**config.mk**
```make
export PLATFORM = sky130hd
export DESIGN_NAME = id_ex_stage
export DESIGN_NICKNAME = d
export VERILOG_FILES = /design/src/rtl/riscv_pkg.sv /design/src/rtl/ex_forward_unit.sv /design/src/rtl/id_ex_stage.sv
export SDC_FILE = /design/constraint.sdc
export NUM_CORES = 1
export LEC_CHECK = 0
export CORE_UTILIZATION = 46
export CTS_CLUSTER_DIAMETER = 150
export DETAILED_ROUTE_END_ITERATION = 10
export GPL_ROUTABILITY_DRIVEN = 0
export PLACE_DENSITY = 0.95
export SYNTH_ARGS = -nofsm -noshare
export SYNTH_HDL_FRONTEND = slang
export SYNTH_SLANG_ARGS = --single-unit
```
**constraint.sdc**
```tcl
create_clock -name clk -period 3.65 [get_ports clk]
set_clock_uncertainty 0.2 [all_clocks]
set_input_delay 0.73 -clock clk [delete_from_list [all_inputs] [get_ports clk]]
set_output_delay 0.73 -clock clk [all_outputs]
set_load 0.02 [all_outputs]
```
**src/rtl/riscv_pkg.sv**
```systemverilog
// -----------------------------------------------------------------------------
// riscv_pkg
//   Shared definitions for the RV32 pipeline blocks:
//     - instruction op-class codes as produced by decode
//     - ALU opcode values, encoded as {funct7[5], funct7[0], funct3}
//     - forwarding-select enum used by the EX operand forwarding unit
//     - alu_op_map(): decode fields -> 5-bit ALU opcode
// -----------------------------------------------------------------------------
package riscv_pkg;

    localparam logic [1:0] OPC_R  = 2'b00;  // register-register arithmetic
    localparam logic [1:0] OPC_I  = 2'b01;  // register-immediate arithmetic
    localparam logic [1:0] OPC_LS = 2'b10;  // load / store (address add)
    localparam logic [1:0] OPC_BR = 2'b11;  // conditional branch (compare via subtract)

    localparam logic [4:0] ALU_ADD = 5'b00000;
    localparam logic [4:0] ALU_SUB = 5'b10000;
    localparam logic [4:0] ALU_MUL = 5'b01000;
    localparam logic [4:0] ALU_AND = 5'b00111;
    localparam logic [4:0] ALU_OR  = 5'b00110;
    localparam logic [4:0] ALU_SLL = 5'b00001;

    typedef enum logic [1:0] {
        FWD_REG   = 2'd0,
        FWD_EXMEM = 2'd1,
        FWD_MEMWB = 2'd2
    } fwd_sel_e;

    // For I-type arithmetic the funct7 positions hold immediate bits, so they
    // are dropped; otherwise ADDI with a negative immediate would decode as SUB.
    function automatic logic [4:0] alu_op_map(
        input logic [1:0] op_class,
        input logic       funct7_5,
        input logic       funct7_0,
        input logic [2:0] funct3
    );
        logic [4:0] op;
        case (op_class)
            OPC_R:   op = {funct7_5, funct7_0, funct3};
            OPC_I:   op = {2'b00, funct3};
            OPC_LS:  op = ALU_ADD;
            default: op = ALU_SUB;
        endcase
        return op;
    endfunction

endpackage

```
**src/rtl/ex_forward_unit.sv**
```systemverilog
// -----------------------------------------------------------------------------
// ex_forward_unit
//   Combinational operand forwarding for one EX source operand.
//   Ports:
//     rs              : source register index held in the ID/EX register
//     reg_data        : operand value captured in the ID/EX register
//     exmem_rd/_regwrite/_result : producer currently in EX/MEM
//     memwb_rd/_regwrite/_result : producer currently in MEM/WB
//     fwd_data        : operand value to use in EX
//   EX/MEM is the younger producer and wins over MEM/WB; x0 is never forwarded.
// -----------------------------------------------------------------------------
module ex_forward_unit
    import riscv_pkg::*;
#(
    parameter int XLEN = 32
) (
    input  logic [4:0]      rs,
    input  logic [XLEN-1:0] reg_data,
    input  logic [4:0]      exmem_rd,
    input  logic            exmem_regwrite,
    input  logic [XLEN-1:0] exmem_result,
    input  logic [4:0]      memwb_rd,
    input  logic            memwb_regwrite,
    input  logic [XLEN-1:0] memwb_result,
    output logic [XLEN-1:0] fwd_data
);

    fwd_sel_e sel;

    always_comb begin
        sel = FWD_REG;
        if (exmem_regwrite && (exmem_rd != 5'd0) && (exmem_rd == rs)) begin
            sel = FWD_EXMEM;
        end else if (memwb_regwrite && (memwb_rd != 5'd0) && (memwb_rd == rs)) begin
            sel = FWD_MEMWB;
        end
    end

    always_comb begin
        case (sel)
            FWD_EXMEM: fwd_data = exmem_result;
            FWD_MEMWB: fwd_data = memwb_result;
            default:   fwd_data = reg_data;
        endcase
    end

endmodule

```
**src/rtl/id_ex_stage.sv**
```systemverilog
// -----------------------------------------------------------------------------
// id_ex_stage
//   ID/EX pipeline register of the five-stage RV32 core. Captures decoded
//   operands/control, resolves RAW hazards (forwarding or stalling), drives the
//   ALU operands/opcode and passes memory/writeback control to EX/MEM.
//
//   Build option: ID_EX_FORWARD_EN
//     defined     : EX/MEM and MEM/WB forwarding muxes; stall only on load-use.
//     not defined : no forwarding muxes; stall on any RAW against the EX stage
//                   or EX/MEM. The MEM/WB capture-time bypass is kept in both.
//
//   Ports:
//     clk, rst                      : clock, synchronous active-high reset
//     id_*                          : decoded instruction from ID
//     exmem_*, memwb_*              : downstream producers for forwarding
//     stall_in                      : downstream freeze (hold all state)
//     flush                         : taken branch, squash this stage
//     hazard_stall                  : hold PC and IF/ID, decode not accepted
//     alu_a, alu_b, alu_op          : ALU inputs
//     ex_valid, ex_rd, ex_regwrite, ex_memread, ex_memwrite, ex_store_data
//                                   : to the EX/MEM register
// -----------------------------------------------------------------------------
module id_ex_stage
    import riscv_pkg::*;
#(
    parameter int XLEN = 32
) (
    input  logic            clk,
    input  logic            rst,
    input  logic            id_valid,
    input  logic [4:0]      id_rs1,
    input  logic [4:0]      id_rs2,
    input  logic [4:0]      id_rd,
    input  logic [XLEN-1:0] id_rs1_data,
    input  logic [XLEN-1:0] id_rs2_data,
    input  logic [XLEN-1:0] id_imm,
    input  logic [2:0]      id_funct3,
    input  logic            id_funct7_5,
    input  logic            id_funct7_0,
    input  logic [1:0]      id_op_class,
    input  logic            id_alu_src,
    input  logic            id_regwrite,
    input  logic            id_memread,
    input  logic            id_memwrite,
    input  logic [4:0]      exmem_rd,
    input  logic            exmem_regwrite,
    input  logic [XLEN-1:0] exmem_result,
    input  logic [4:0]      memwb_rd,
    input  logic            memwb_regwrite,
    input  logic [XLEN-1:0] memwb_result,
    input  logic            stall_in,
    input  logic            flush,
    output logic            hazard_stall,
    output logic [XLEN-1:0] alu_a,
    output logic [XLEN-1:0] alu_b,
    output logic [4:0]      alu_op,
    output logic            ex_valid,
    output logic            ex_regwrite,
    output logic            ex_memread,
    output logic            ex_memwrite,
    output logic [4:0]      ex_rd,
    output logic [XLEN-1:0] ex_store_data
);

    // ID/EX register state
    logic            valid_q,    valid_d;
    logic [4:0]      rs1_q,      rs1_d;
    logic [4:0]      rs2_q,      rs2_d;
    logic [4:0]      rd_q,       rd_d;
    logic [XLEN-1:0] rs1_data_q, rs1_data_d;
    logic [XLEN-1:0] rs2_data_q, rs2_data_d;
    logic [XLEN-1:0] imm_q,      imm_d;
    logic            alu_src_q,  alu_src_d;
    logic [4:0]      alu_op_q,   alu_op_d;
    logic            regwrite_q, regwrite_d;
    logic            memread_q,  memread_d;
    logic            memwrite_q, memwrite_d;

    // Capture-time bypass: the register file is written by WB in the same
    // cycle it is read by ID, so take the WB value directly.
    logic [XLEN-1:0] cap_rs1_data;
    logic [XLEN-1:0] cap_rs2_data;

    always_comb begin
        cap_rs1_data = id_rs1_data;
        cap_rs2_data = id_rs2_data;
        if (memwb_regwrite && (memwb_rd != 5'd0) && (memwb_rd == id_rs1)) begin
            cap_rs1_data = memwb_result;
        end
        if (memwb_regwrite && (memwb_rd != 5'd0) && (memwb_rd == id_rs2)) begin
            cap_rs2_data = memwb_result;
        end
    end

    // Hazard detection against the instruction currently held in EX
    logic ex_rd_match;
    assign ex_rd_match = (rd_q != 5'd0) && ((rd_q == id_rs1) || (rd_q == id_rs2));

`ifdef ID_EX_FORWARD_EN
    // Only a load in EX cannot be forwarded in time: one bubble, then its
    // data arrives through MEM/WB forwarding.
    assign hazard_stall = valid_q & memread_q & ex_rd_match & id_valid;
`else
    // Without forwarding, wait until the producer reaches MEM/WB, where the
    // capture-time bypass picks its result up.
    logic raw_ex;
    logic raw_exmem;
    assign raw_ex    = valid_q & regwrite_q & ex_rd_match;
    assign raw_exmem = exmem_regwrite && (exmem_rd != 5'd0)
                       && ((exmem_rd == id_rs1) || (exmem_rd == id_rs2));
    assign hazard_stall = id_valid & (raw_ex | raw_exmem);
`endif

    // Next-state: flush > stall_in > hazard bubble > capture.
    // Flush and bubble only drop valid; the held payload is inert because all
    // side-effecting controls are gated by valid.
    always_comb begin
        valid_d    = valid_q;
        rs1_d      = rs1_q;
        rs2_d      = rs2_q;
        rd_d       = rd_q;
        rs1_data_d = rs1_data_q;
        rs2_data_d = rs2_data_q;
        imm_d      = imm_q;
        alu_src_d  = alu_src_q;
        alu_op_d   = alu_op_q;
        regwrite_d = regwrite_q;
        memread_d  = memread_q;
        memwrite_d = memwrite_q;
        if (flush) begin
            valid_d = 1'b0;
        end else if (stall_in) begin
            valid_d = valid_q;
        end else if (hazard_stall) begin
            valid_d = 1'b0;
        end else begin
            valid_d    = id_valid;
            rs1_d      = id_rs1;
            rs2_d      = id_rs2;
            rd_d       = id_rd;
            rs1_data_d = cap_rs1_data;
            rs2_data_d = cap_rs2_data;
            imm_d      = id_imm;
            alu_src_d  = id_alu_src;
            alu_op_d   = alu_op_map(id_op_class, id_funct7_5, id_funct7_0, id_funct3);
            regwrite_d = id_regwrite;
            memread_d  = id_memread;
            memwrite_d = id_memwrite;
        end
    end

    always_ff @(posedge clk) begin
        if (rst) begin
            valid_q    <= 1'b0;
            rs1_q      <= '0;
            rs2_q      <= '0;
            rd_q       <= '0;
            rs1_data_q <= '0;
            rs2_data_q <= '0;
            imm_q      <= '0;
            alu_src_q  <= 1'b0;
            alu_op_q   <= '0;
            regwrite_q <= 1'b0;
            memread_q  <= 1'b0;
            memwrite_q <= 1'b0;
        end else begin
            valid_q    <= valid_d;
            rs1_q      <= rs1_d;
            rs2_q      <= rs2_d;
            rd_q       <= rd_d;
            rs1_data_q <= rs1_data_d;
            rs2_data_q <= rs2_data_d;
            imm_q      <= imm_d;
            alu_src_q  <= alu_src_d;
            alu_op_q   <= alu_op_d;
            regwrite_q <= regwrite_d;
            memread_q  <= memread_d;
            memwrite_q <= memwrite_d;
        end
    end

    // Operand paths: index 0 = rs1, index 1 = rs2
    logic [4:0]      op_rs   [2];
    logic [XLEN-1:0] op_data [2];
    logic [XLEN-1:0] op_fwd  [2];

    assign op_rs[0]   = rs1_q;
    assign op_rs[1]   = rs2_q;
    assign op_data[0] = rs1_data_q;
    assign op_data[1] = rs2_data_q;

    generate
        for (genvar gi = 0; gi < 2; gi++) begin : g_operand
`ifdef ID_EX_FORWARD_EN
            ex_forward_unit #(
                .XLEN(XLEN)
            ) u_fwd (
                .rs             (op_rs[gi]),
                .reg_data       (op_data[gi]),
                .exmem_rd       (exmem_rd),
                .exmem_regwrite (exmem_regwrite),
                .exmem_result   (exmem_result),
                .memwb_rd       (memwb_rd),
                .memwb_regwrite (memwb_regwrite),
                .memwb_result   (memwb_result),
                .fwd_data       (op_fwd[gi])
            );
`else
            assign op_fwd[gi] = op_data[gi];
`endif
        end
    endgenerate

`ifndef ID_EX_FORWARD_EN
    // Source indices and the EX/MEM result only feed the forwarding muxes.
    logic unused_fwd_inputs;
    assign unused_fwd_inputs = ^{exmem_result, op_rs[0], op_rs[1]};
`endif

    assign alu_a         = op_fwd[0];
    assign alu_b         = alu_src_q ? imm_q : op_fwd[1];
    assign ex_store_data = op_fwd[1];
    assign alu_op        = alu_op_q;
    assign ex_valid      = valid_q;
    assign ex_rd         = rd_q;
    assign ex_regwrite   = valid_q & regwrite_q;
    assign ex_memread    = valid_q & memread_q;
    assign ex_memwrite   = valid_q & memwrite_q;

endmodule

```
==> impl_metrics.toml, run 1 <==
[floorplanning]
initial_core_util_pct = 46.8
die_area_sq_mm = 0.0159
die_h_um = 126
num_rows = 45
die_x_um = 126
coreArea_sq_mm = 0.0151
io_pins = 314

[synth]
synth_cell_types = 39
synth_flop_cell = "dfxtp_1"
synth-seq-cells = 111
synth_async_sr_flop_share_pct = 0
ys_seq_area_share_pct = 31.3
netlist_area_sq_mm = 0.00710
synth_edf_count = 0
avgSynthCellArea_sq_um = 9.36
synth_fp_nets = 964
yosysWarnings = 0
syn_inst = 758

[setup_path]
crit_slowest_cell = "or4_4"
path_cells = "clkdlybuf4s50_1 > or4_4 > o211ai_1 > o22ai_1 > dlymetal6s2s_1"
r2r.worst_path.cells = 8
arrival_ps = 2340
path_buf_inv = 2
crit_family = "buffers and inverters"
worst_ep_required_time_ps = 2720
max_stage_delay_ps = 550
criticalPathCategory = "in -> out"
cp_num_cells = 5
timing.critical_path.from_type = "input pin"
end_kind = "output port"
path_max_fanout = 3

[grt]
grt_pass1_wl_mm = 34.7
grt_start_max_net_pins = 109
track_usage_pct = 27.4
grt_pass1_vias = 6613
grt_overflow = 0
antenna_found_initial = 0

[cts]
clockBufferDepth = 2
cts_tree = "yes"
clk_pin_slew_worst_paths_ps = 70
cts_buffers = 9
htreeDepth = 3
cts_root_buf = "clkbuf_16"
clock_latency_ps = 350
cts_sinks = 111

[timing]
tightest_slew_ps = 924
slew_violations = 0
finalCritPeriodShare_pct = 89.7
final-hold-violation-count = 0
relSlewSlack_pct = 38.4
rsz0062_at_grt = "no"
timing.fmax_ghz = 0.305
setup_tns_ps = 0
fin_crit_ps = 3270
setup_violations = 0

[pwr]
p_sw_mw = 0.936
seqPwrFrac_pct = 41.8
clkPwrFrac_pct = 29.7
combPwrFrac_pct = 28.5
p_int_mw = 2.24
power_density_mw_per_mm2 = 312
vdd_ir_drop_max_v = 0.000296
leakage_nw = 4.18
switching_share_pct = 29.4

[detailed_routing]
wl_per_cell_um = 18.6
drt-total-wl_mm = 22.1
drt_iter0_drc = 458
num_vias = 6726
ant_nets = 0
drtPass1Iterations = 5
drc = 0
viasPerCell = 5.66

[placement]
hpwlAfterDp_mm = 15.8
port_buffers = 281

[finish]
areaGrowthSynthToFinish_pct = 43.6
drive_gt1_share_pct = 8.20
insertedDiodeCount = 0
final_util_pct = 67.3
fin_nets = 1203

[worst_hold_path]
min_path_type = "reg -> reg"
min_delay_path_depth = 2

[status]
status = "completed"

[flow_run]
drv_cap = 0
-- worst min-delay path: cells and delay by family, from the launching register on --
| kind | cells | cell delay (ps) |
|---|---|---|
| flip-flops | 1 | 310 |
| AND/OR/NAND/NOR | 1 | 60 |
| multiplexers | 1 | 60 |
-- metrics by stage --
| step | hold WS (ps) | cells | area (sq um) | setup slack, ps | power [mW] |
|---|---|---|---|---|---|
| global route | 297 | 1188 | 10200 | 315 | 3.32 |
| finish | 275 | 1188 | 10200 | 375 | 3.18 |
| global placement | 257 | 1174 | 9920 | 79.0 | 2.24 |
| CTS | 278 | 1188 | 10200 | 19.1 | 3.20 |
| floorplan | 247 | 758 | 7100 | 1020 | 1.83 |
| detailed placement | 264 | 1174 | 9920 | 19.2 | 2.26 |
-- path summary, 6_finish.rpt --
path | start | endpoint | slack, ps
worst max-delay path | exmem_rd[2] | hazard_stall | 380
worst min-delay path | imm_q[11]$_SDFFE_PP0P_ | imm_q[11]$_SDFFE_PP0P_ | 280
worst max register to register | ex_rd[3]$_SDFFE_PP0P_ | imm_q[19]$_SDFFE_PP0P_ | 1230
worst min register to register | imm_q[11]$_SDFFE_PP0P_ | imm_q[11]$_SDFFE_PP0P_ | 280
-- cells in the mapped netlist, drive strengths merged (3+ instances only) --
cell type	number	share of area [%]
nand2	6	0.32
mux2i	109	15
buf	33	4.7
nor3	5	0.35
o31ai	64	6.8
nand2b	150	13
nand4	64	5.6
ha	3	0.53
nor2	8	0.42
xor2	20	2.5
mux2	33	5.2
dfxtp	111	31
xnor2	10	1.2
a21o	64	6.8
clkbuf	48	2.5
o21ai	3	0.37
and2	5	0.44
or4	3	0.37
-- layout make-up --
type / instances / area (sq um)
multi-input cells: 564 / 4370
inverters: 2 / 7.51
clock buffers: 11 / 253
well taps: 188 / 235
flip-flops and latches: 111 / 2220
fillers: 1157 / 4950
clock inverters: 3 / 18.8
repair buffers: 309 / 3090
-- per-layer routing --
metal	vias to the layer above	wire length [um]	track usage (%)
met3	37	1280	4.63
met5	-	0	0
met2	264	10600	46.2
li1	3201	-	-
met1	3224	9710	34.8
met4	0	519	10.4
-- power groups by stage --
stage | logic [mW] | registers [mW] | clock network [mW]
floorplan | 0.440 | 1.39 | 0
global placement | 0.884 | 1.35 | 0
detailed placement | 0.900 | 1.36 | 0
CTS | 0.905 | 1.33 | 0.961
global route | 0.963 | 1.34 | 1.02
finish | 0.906 | 1.33 | 0.944
-- registers in the layout, indices dropped and copies added, names as in the netlist --
signal         cells
alu_a             32
ex_valid           1
alu_op             5
ex_rd              5
regwrite_q         1
memread_q          1
memwrite_q         1
alu_src_q          1
ex_store_data     32
imm_q             32
-- kinds of logic (layout without fill, tap and decap cells) --
logic type	after synthesis	count (layout)	synth area share (%)
compound gates	141	141	15.1
xor+xnor	30	30	3.70
fa+ha+maj	3	3	0.529
buf+inv	83	325	7.35
flops	111	111	31.3
mux	142	142	20.6
simple gates	248	248	21.4
-- timing repair --
item,in CTS,in global routing
hold buffers,0,0
resized for setup,0,1
buffers inserted,0,0
hold endpoints to repair,0,0
endpoints found under the setup margin,0,1
-- cells in the final DEF, fill, tap and decap left out, drive strengths merged, types with 6 or more instances in the layout --
| master | instances |
|---|---|
| xor2 | 20 |
| nand2b | 150 |
| clkdlybuf4s50 | 279 |
| buf | 29 |
| dfxtp | 111 |
| o31ai | 64 |
| mux2i | 109 |
| nor2 | 8 |
| mux2 | 33 |
| a21o | 64 |
| xnor2 | 10 |
| nand4 | 64 |
| clkbuf | 11 |
| nand2 | 6 |
No activity file was read; power rests on OpenSTA's default activity.
==> run 2: changes to the inputs <==
CORE_MARGIN = 5   (was not set)
GPL_TIMING_DRIVEN = 0   (was not set)
==> impl_metrics.toml, run 2 (synthesis results as in run 1) <==
[placement]
hpwlAfterDp_mm = 19.8
placed_area_sq_mm = 0.0101
dp_slack_ps = -35.2
port_buffers = 280

[grt]
grt_start_max_net_pins = 21
grt_pass1_vias = 7050
grt_pass1_wl_mm = 39.0
antenna_found_initial = 0
grt_overflow = 0
track_usage_pct = 27.5

[finish]
multi_input_area_sq_mm = 0.00435
insertedDiodeCount = 0
fill_cells = 1179
fin_area_sq_mm = 0.0104
drive_gt1_share_pct = 6.74
final_common_cell = "clkdlybuf4s50_1"
seqCellArea_sq_mm = 0.00222
final_cell_mix = "279 x clkdlybuf4s50_1, 150 x nand2b_1, 111 x dfxtp_1"
areaGrowthSynthToFinish_pct = 46.8
fin_nets = 1255

[detailed_routing]
wl_per_cell_um = 20.7
num_vias = 7015
drc = 0
ant_nets = 0
drt_iter0_drc = 393
drtPass1Iterations = 5
drt-total-wl_mm = 25.7
viasPerCell = 5.65

[setup_path]
rrSetupSlack_ps = 1450
worst_ep_required_time_ps = 2720
r2r.worst_path.cells = 6
path_max_fanout = 10
arrival_ps = 2560
timing.critical_path.from_type = "flip-flop"
r2r-end = "ex_store_data[4]$_SDFFE_PP0P_"
end_kind = "output port"
rr_startpoint = "ex_rd[0]$_SDFFE_PP0P_"
criticalPathCategory = "reg -> out"

[cts]
cts_sinks = 111
htreeDepth = 3
cts_buffers = 9
clk_pin_slew_worst_paths_ps = 80
clockBufferDepth = 2
cts_tree = "yes"
cts_root_buf = "clkbuf_16"
clock_latency_ps = 360
post_cts_buffers = 0

[flow_run]
drv_cap = 0

[timing]
setup_tns_ps = 0
fin_crit_ps = 3490
final-hold-violation-count = 0
finalCritPeriodShare_pct = 95.5
setup_slack_ps = 165
setup_violations = 0
slew_violations = 0
tightest_slew_ps = 776
timing.fmax_ghz = 0.287
rsz0062_at_grt = "no"
relSlewSlack_pct = 48.3

[pwr]
vdd_ir_drop_max_v = 0.000218
leakage_nw = 4.23
power_density_mw_per_mm2 = 313

[floorplanning]
die_area_sq_mm = 0.0180
die_h_um = 134
initial_core_util_pct = 46.8
num_rows = 45
io_pins = 314
die_x_um = 134
coreArea_sq_mm = 0.0151

[worst_hold_path]
min-delay-start = "imm_q[0]$_SDFFE_PP0P_"
min_delay_path_depth = 2
whs_endpoint = "imm_q[0]$_SDFFE_PP0P_"
min_path_type = "reg -> reg"

[status]
status = "completed"
[run 2: cell count changes in the layout (fill, tap and decap cells not counted), sizes merged]
cell          before  now
inv                3    6
clkinvlp           0    1
dlymetal6s2s       1    0
dlygate4sd2        0    1
clkbuf            11   57
buf               29   33
[run 2: worst max-delay path by stage]
| stage | startpoint | endpoint | slack (ps) | cells past startpoint |
|---|---|---|---|---|
| 2_1_floorplan | exmem_rd[1] | hazard_stall | 1020 | 3 |
| 3_3_place_gp | exmem_rd[1] | hazard_stall | -0.2 | 5 |
| 3_5_place_dp | exmem_rd[1] | hazard_stall | -40 | 5 |
| 4_1_cts | alu_src_q$_SDFFE_PP0P_ | alu_b[23] | 120 | 4 |
| 5_1_grt | alu_src_q$_SDFFE_PP0P_ | alu_b[23] | 110 | 4 |
| 6_report | alu_src_q$_SDFFE_PP0P_ | alu_b[23] | 160 | 4 |
[run 2: repair_timing]
action,CTS,global route
resized for setup,1,0
hold buffers,0,0
hold endpoints to repair,0,0
endpoints found under the setup margin,1,0
[run 2: power by group]
group / switching [mW] / internal, mW
registers: 0.0460 / 1.28
logic: 0.469 / 0.488
clock network: 0.505 / 0.479
total: 1.02 / 2.24
[run 2: cell type report]
class,instances,share of cell area (%)
multi-input cells,564,41.8
repair buffers,280,26.9
flip-flops and latches,111,21.3
plain buffers,81,4.94
well taps,188,2.26
clock buffers,9,2.16
clock inverters,7,0.588
inverters,2,0.0721
[run 2: through the flow]
stage	instances	power, mW	utilization [%]	hold WS [ps]
after detailed placement	1226	2.29	66.9	265
after global routing	1242	3.39	68.8	297
after CTS	1242	3.28	68.8	280
final	1242	3.26	68.8	278
after global placement	1226	2.28	66.9	258
after floorplan	758	1.83	-	247
[run 2: worst max-delay path, stage by stage, from the launching register on]
cell and delay [ps]:
dfxtp_1 310, clkbuf_1 280, clkbuf_1 630, mux2_2 420, clkdlybuf4s50_1 540
[run 2: layer usage]
| layer | share of wire (%) | up-vias | GRT usage [%] |
|---|---|---|---|
| li1 | - | 3313 | - |
| met1 | 42 | 3352 | 34.9 |
| met2 | 48 | 308 | 47.2 |
| met3 | 6.9 | 42 | 5.85 |
| met4 | 2.2 | 0 | 7.92 |
| met5 | 0 | - | 0 |
==> run 3: changes to the inputs <==
CTS_CLUSTER_SIZE = 12   (was not set)
==> results of run 3 <==
Final layout, timing and power as in run 2 (identical DEF).
==> patch 1, RTL diff (config.mk and constraints of run 1) <==
Set the parameter `XLEN` to 28 (it was 32).
--- a/src/rtl/id_ex_stage.sv
+++ b/src/rtl/id_ex_stage.sv
@@ -24,5 +24,5 @@
     import riscv_pkg::*;
 #(
-    parameter int XLEN = 32
+    parameter int XLEN = 28
 ) (
     input  logic            clk,
Interface: changed (8 resized); port bits go from 314 to 282. The function was not compared with the original's and may differ.
==> patch 1 against run 1 <==
- critical path depth up 2
- sequential share of layout area is 0.31 points lower
- setup slack worse by 0.28 ns
- clock power is 14% higher
- synthesized area shrank 13%
- non-clock buffer count decreased by 32
- sequential cell count shrank 12
- register-to-register slack improved by 0.09 ns
- cell area down 9.6%
- power down 3.4%
- routed wire length down 7.5%
==> patch 1: results (changes against run 1) <==
yosys:
  syn_avg_cell_area_um2: 9.13  # -2.5%
  yosys.area_share.adder_pct: 0.608  # +0.079 points
  yosys_warnings: 0  # unchanged
  synth_compound_area_share_pct: 15.1  # -0.044 points
  ys_types: 34  # -13%
  yosys.area_share.xor_xnor_pct: 4.26  # +0.56 points
  synth_commonest_cells: "nand2b_1 (134), dfxtp_1 (99), mux2i_1 (97)"
  synthTopCellsByArea: "dfxtp_1 (32%), mux2i_1 (16%), nand2b_1 (14%), a21o_1 (6.8%), o31ai_1 (6.8%)"
  ys_seq_area_share_pct: 32.1  # +0.81 points
  synthMuxAreaShare_pct: 21.0  # +0.42 points
  ys.flop_type: "dfxtp_1"
  syn_nets: 862  # -11%
  async_flop_share_pct: 0  # unchanged
clocking:
  cts_max_level: 3  # unchanged
  cts.repair.resized: 0  # unchanged
  cts_buffer_depth: 2  # unchanged
  post_cts_buffers: 0  # unchanged
  cts_made_buffers: 9  # unchanged
  clk_pin_slew_ns: 0.07  # about the same
  clock_latency_ns: 0.35  # about the same
critical_path:
  critPathArrivalTime_ns: 2.62  # +0.28 ns
  r2r_cells: 6  # -2
  cp_max_fo: 2  # -1
  rr_endpoint: "imm_q[13]"
  timing.rr.start: "ex_rd[0]"
  critPathLaunch: "exmem_rd[2]"
  setup.worst_path.end: "hazard_stall"
  reg2reg_slack_ns: 1.32  # +0.09 ns
hold_path:
  min_to: "imm_q[4]"
  hold_depth: 2  # unchanged
  hold_start: "imm_q[4]"
  hold_path.class: "flip-flop to flip-flop"
placement:
  dp_hpwl_um: 14600  # -7.7%
  portBuffers: 253  # -10%
routing:
  drt-pass1-iter-count: 5  # unchanged
  drt_iter0_drc: 308  # -33%
  detail_route.vias_per_cell: 5.63  # -0.63%
  num_vias: 6042  # -10%
  wl_per_cell_um: 19.0  # +2.3%
  ant_nets: 0  # unchanged
pwr:
  leakagePower_uw: 0.00377  # -9.8%
  ir_drop_v: 0.000206  # -30%
cells_and_area:
  final_layout_size_suffix_gt1_share_pct: 7.98  # -0.22 points
  diodes: 0  # unchanged
  nets: 1083  # -10%
global_routing:
  grt_pass1_vias: 6179  # -6.6%
  grt_max_degree: 118  # +8.3%
  antenna_found_initial: 0  # unchanged
  grt_pass1_wl_um: 32500  # -6.4%
  track_usage_pct: 29.5  # +2.1 points
outcome:
  outcome: "completed"
timing:
  holdWs_ns: 0.276  # +0.000789 ns
  timing.slew.headroom_pct: 29.3  # -9.1 points
floorplanning:
  std_cell_rows: 41  # -8.9%
==> patch 1: cell count changes after synthesis, moves of 2 or more <==
cell	before	now
buf_6	1	3
nand4_1	64	56
dfxtp_1	111	99
buf_2	1	13
buf_1	14	9
a21o_1	64	56
buf_4	6	0
nand2b_1	150	134
mux2i_1	109	97
o31ai_1	64	56
buf_12	11	0
mux2_2	32	28
clkbuf_1	48	42
==> patch 1: cells by family after synthesis <==
group | after synthesis
compound gates | 125
xor+xnor | 30
fa+ha+maj | 3
buf+inv | 69
flops | 99
mux | 126
simple gates | 224
==> patch 1: layer usage <==
layer  up-vias  wire length (µm)  track usage, %
met1      2840              8110            33.7
li1       2870                 -               -
met3        53              1310            5.57
met5         -                 0               0
met4         0               753            14.3
met2       279             10300            52.3
==> patch 1: area by class of cell <==
type,count,area [µm²]
Tap cell,172,215
Multi-Input combinational cell,508,3920
Timing Repair Buffer,277,2760
Clock inverter,6,93.8
Fill cell,947,3610
Clock buffer,10,239
Sequential cell,99,1980
Inverter,2,7.51
==> patch 1: where the power goes <==
group          switching (µW)  internal [µW]  leakage [µW]  total [µW]
combinational             392            423       0.00280         815
clock                     450            629      0.000165        1080
sequential               43.5           1140      0.000810        1180
total                     885           2190       0.00377        3070
==> patch 1: through the flow <==
stage                     setup slack, ns  cell area (µm²)  utilization (%)  total power (µW)
final                              0.0991             9220             71.9              3070
after detailed placement            0.133             8880             69.3              2010
after CTS                           0.135             9220             71.9              3090
after floorplan                      1.06             6170                -              1610
after global routing               0.0289             9220             71.9              3200
after global placement              0.136             8880             69.3              1990
==> patch 1: critical path, stage by stage <==
cell	delay, ns
clkdlybuf4s50_1	0.42
buf_4	0.15
xor2_1	0.14
nor3_1	0.25
a22oi_1	0.15
o22ai_1	0.15
clkdlybuf4s50_1	0.63
==> patch 2, RTL diff (settings of run 1) <==
Made on the original files. `rs1_q`, `rs2_q`, `rd_q`, `rs1_data_q`, `rs2_data_q` and `imm_q` no longer have a reset.
--- a/src/rtl/id_ex_stage.sv
+++ b/src/rtl/id_ex_stage.sv
@@ -153,10 +153,4 @@
         if (rst) begin
             valid_q    <= 1'b0;
-            rs1_q      <= '0;
-            rs2_q      <= '0;
-            rd_q       <= '0;
-            rs1_data_q <= '0;
-            rs2_data_q <= '0;
-            imm_q      <= '0;
             alu_src_q  <= 1'b0;
             alu_op_q   <= '0;
@@ -166,10 +160,4 @@
         end else begin
             valid_q    <= valid_d;
-            rs1_q      <= rs1_d;
-            rs2_q      <= rs2_d;
-            rd_q       <= rd_d;
-            rs1_data_q <= rs1_data_d;
-            rs2_data_q <= rs2_data_d;
-            imm_q      <= imm_d;
             alu_src_q  <= alu_src_d;
             alu_op_q   <= alu_op_d;
@@ -178,4 +166,13 @@
             memwrite_q <= memwrite_d;
         end
+    end
+
+    always_ff @(posedge clk) begin
+        rs1_q      <= rs1_d;
+        rs2_q      <= rs2_d;
+        rd_q       <= rd_d;
+        rs1_data_q <= rs1_data_d;
+        rs2_data_q <= rs2_data_d;
+        imm_q      <= imm_d;
     end
 
Formal check against the unedited RTL: not equivalent (a bounded check fails within 4 cycles, from zero or initial values and one cycle with rst high).
==> patch 2 against run 1 <==
- register-to-register slack worse by 0.27 ns
- die area decreased by 24%
- synthesized area shrank 24%
- sequential cell count stayed put
- cell count shrank 36%
- power rose by 0.89%
- setup slack got worse by 0.15 ns
- first-iteration DRC count fell by 74%
- routed wire length down 32%
- cell area is 15% lower
- clock power rose by 2%
- critical path type unchanged
- largest cell class is now sequential cells
- largest power group unchanged
==> patch 2: results (changes against run 1) <==
pwr:
  swShare_pct: 23.7  # -5.7 points
  powerComb_uw: 724  # -20%
  leakagePower_uw: 0.00313  # -25%
  clockPowerShare_pct: 29.9  # +0.2 points
  power.density_mw_per_mm2: 369  # +18%
cells_and_area:
  final_layout_size_suffix_gt1_share_pct: 21.2  # +13 points
  seq_area_mm2: 0.00323  # +45%
  multi_input_area_mm2: 0.00201  # -54%
  inverters: 7  # +5
  buffers: 295  # -4.5%
  bufAreaShareNonClock_pct: 34.0  # +3.7 points
  n_fill_cell: 713  # -38%
  clkCellAreaFrac_pct: 3.25  # +0.59 points
routing:
  dr_wl_met2_um: 8100  # -23%
  wl_met1_um: 5330  # -45%
  drt-pass1-iter-count: 4  # -1
placement:
  dp_hpwl_um: 11900  # -25%
  pre_cts_ws_ns: -0.0115  # -0.0306 ns
global_routing:
  grt_pass1_vias: 4101  # -38%
  track_usage_pct: 24.5  # -2.9 points
  met2_usage_pct: 46.5  # +0.30 points
  grt_max_degree: 59  # -46%
  grt_pass1_wl_um: 21600  # -38%
yosys:
  synthTopCellsByArea: "edfxtp_1 (56%), mux2_4 (17%), mux2_2 (7.5%), xor2_1 (3.9%), dfxtp_1 (3.7%)"
  synth_commonest_cells: "edfxtp_1 (101), mux2_4 (60), mux2_2 (36)"
  ys_types: 36  # -7.7%
  synth_edf_count: 101  # +101
timing:
  fmax_mhz: 292  # -4.5%
  timing.slew.headroom_pct: 61.4  # +23 points
critical_path:
  timing.rr.start: "ex_rd[1]"
outcome:
  outcome: "completed"
patch 2: worst min-delay path by stage:
| stage | slack [ns] | startpoint | endpoint | cells past startpoint |
|---|---|---|---|---|
| final | 0.29 | regwrite_q | regwrite_q | 2 |
| after CTS | 0.28 | alu_op[1] | alu_op[1] | 2 |
| after floorplan | 0.25 | memread_q | memread_q | 2 |
| after detailed placement | 0.27 | alu_op[2] | alu_op[2] | 2 |
| after global placement | 0.26 | regwrite_q | regwrite_q | 2 |
| after global routing | 0.31 | alu_op[4] | alu_op[4] | 2 |
patch 2: cells by family after synthesis:
group	share of synthesized area, %
AOI/OAI and AO/OA	3.27
xor gates and xnor gates	4.88
adders and majority gates	0.697
buffers and inverters	2.79
DFF	60.0
muxes	24.2
and+or+nand+nor	4.13
patch 2: through the flow:
stage                     cells  utilization (%)
after global routing        762             76.1
after detailed placement    746             73.7
after floorplan             321                -
after CTS                   762             76.1
after global placement      746             73.7
final                       762             76.1
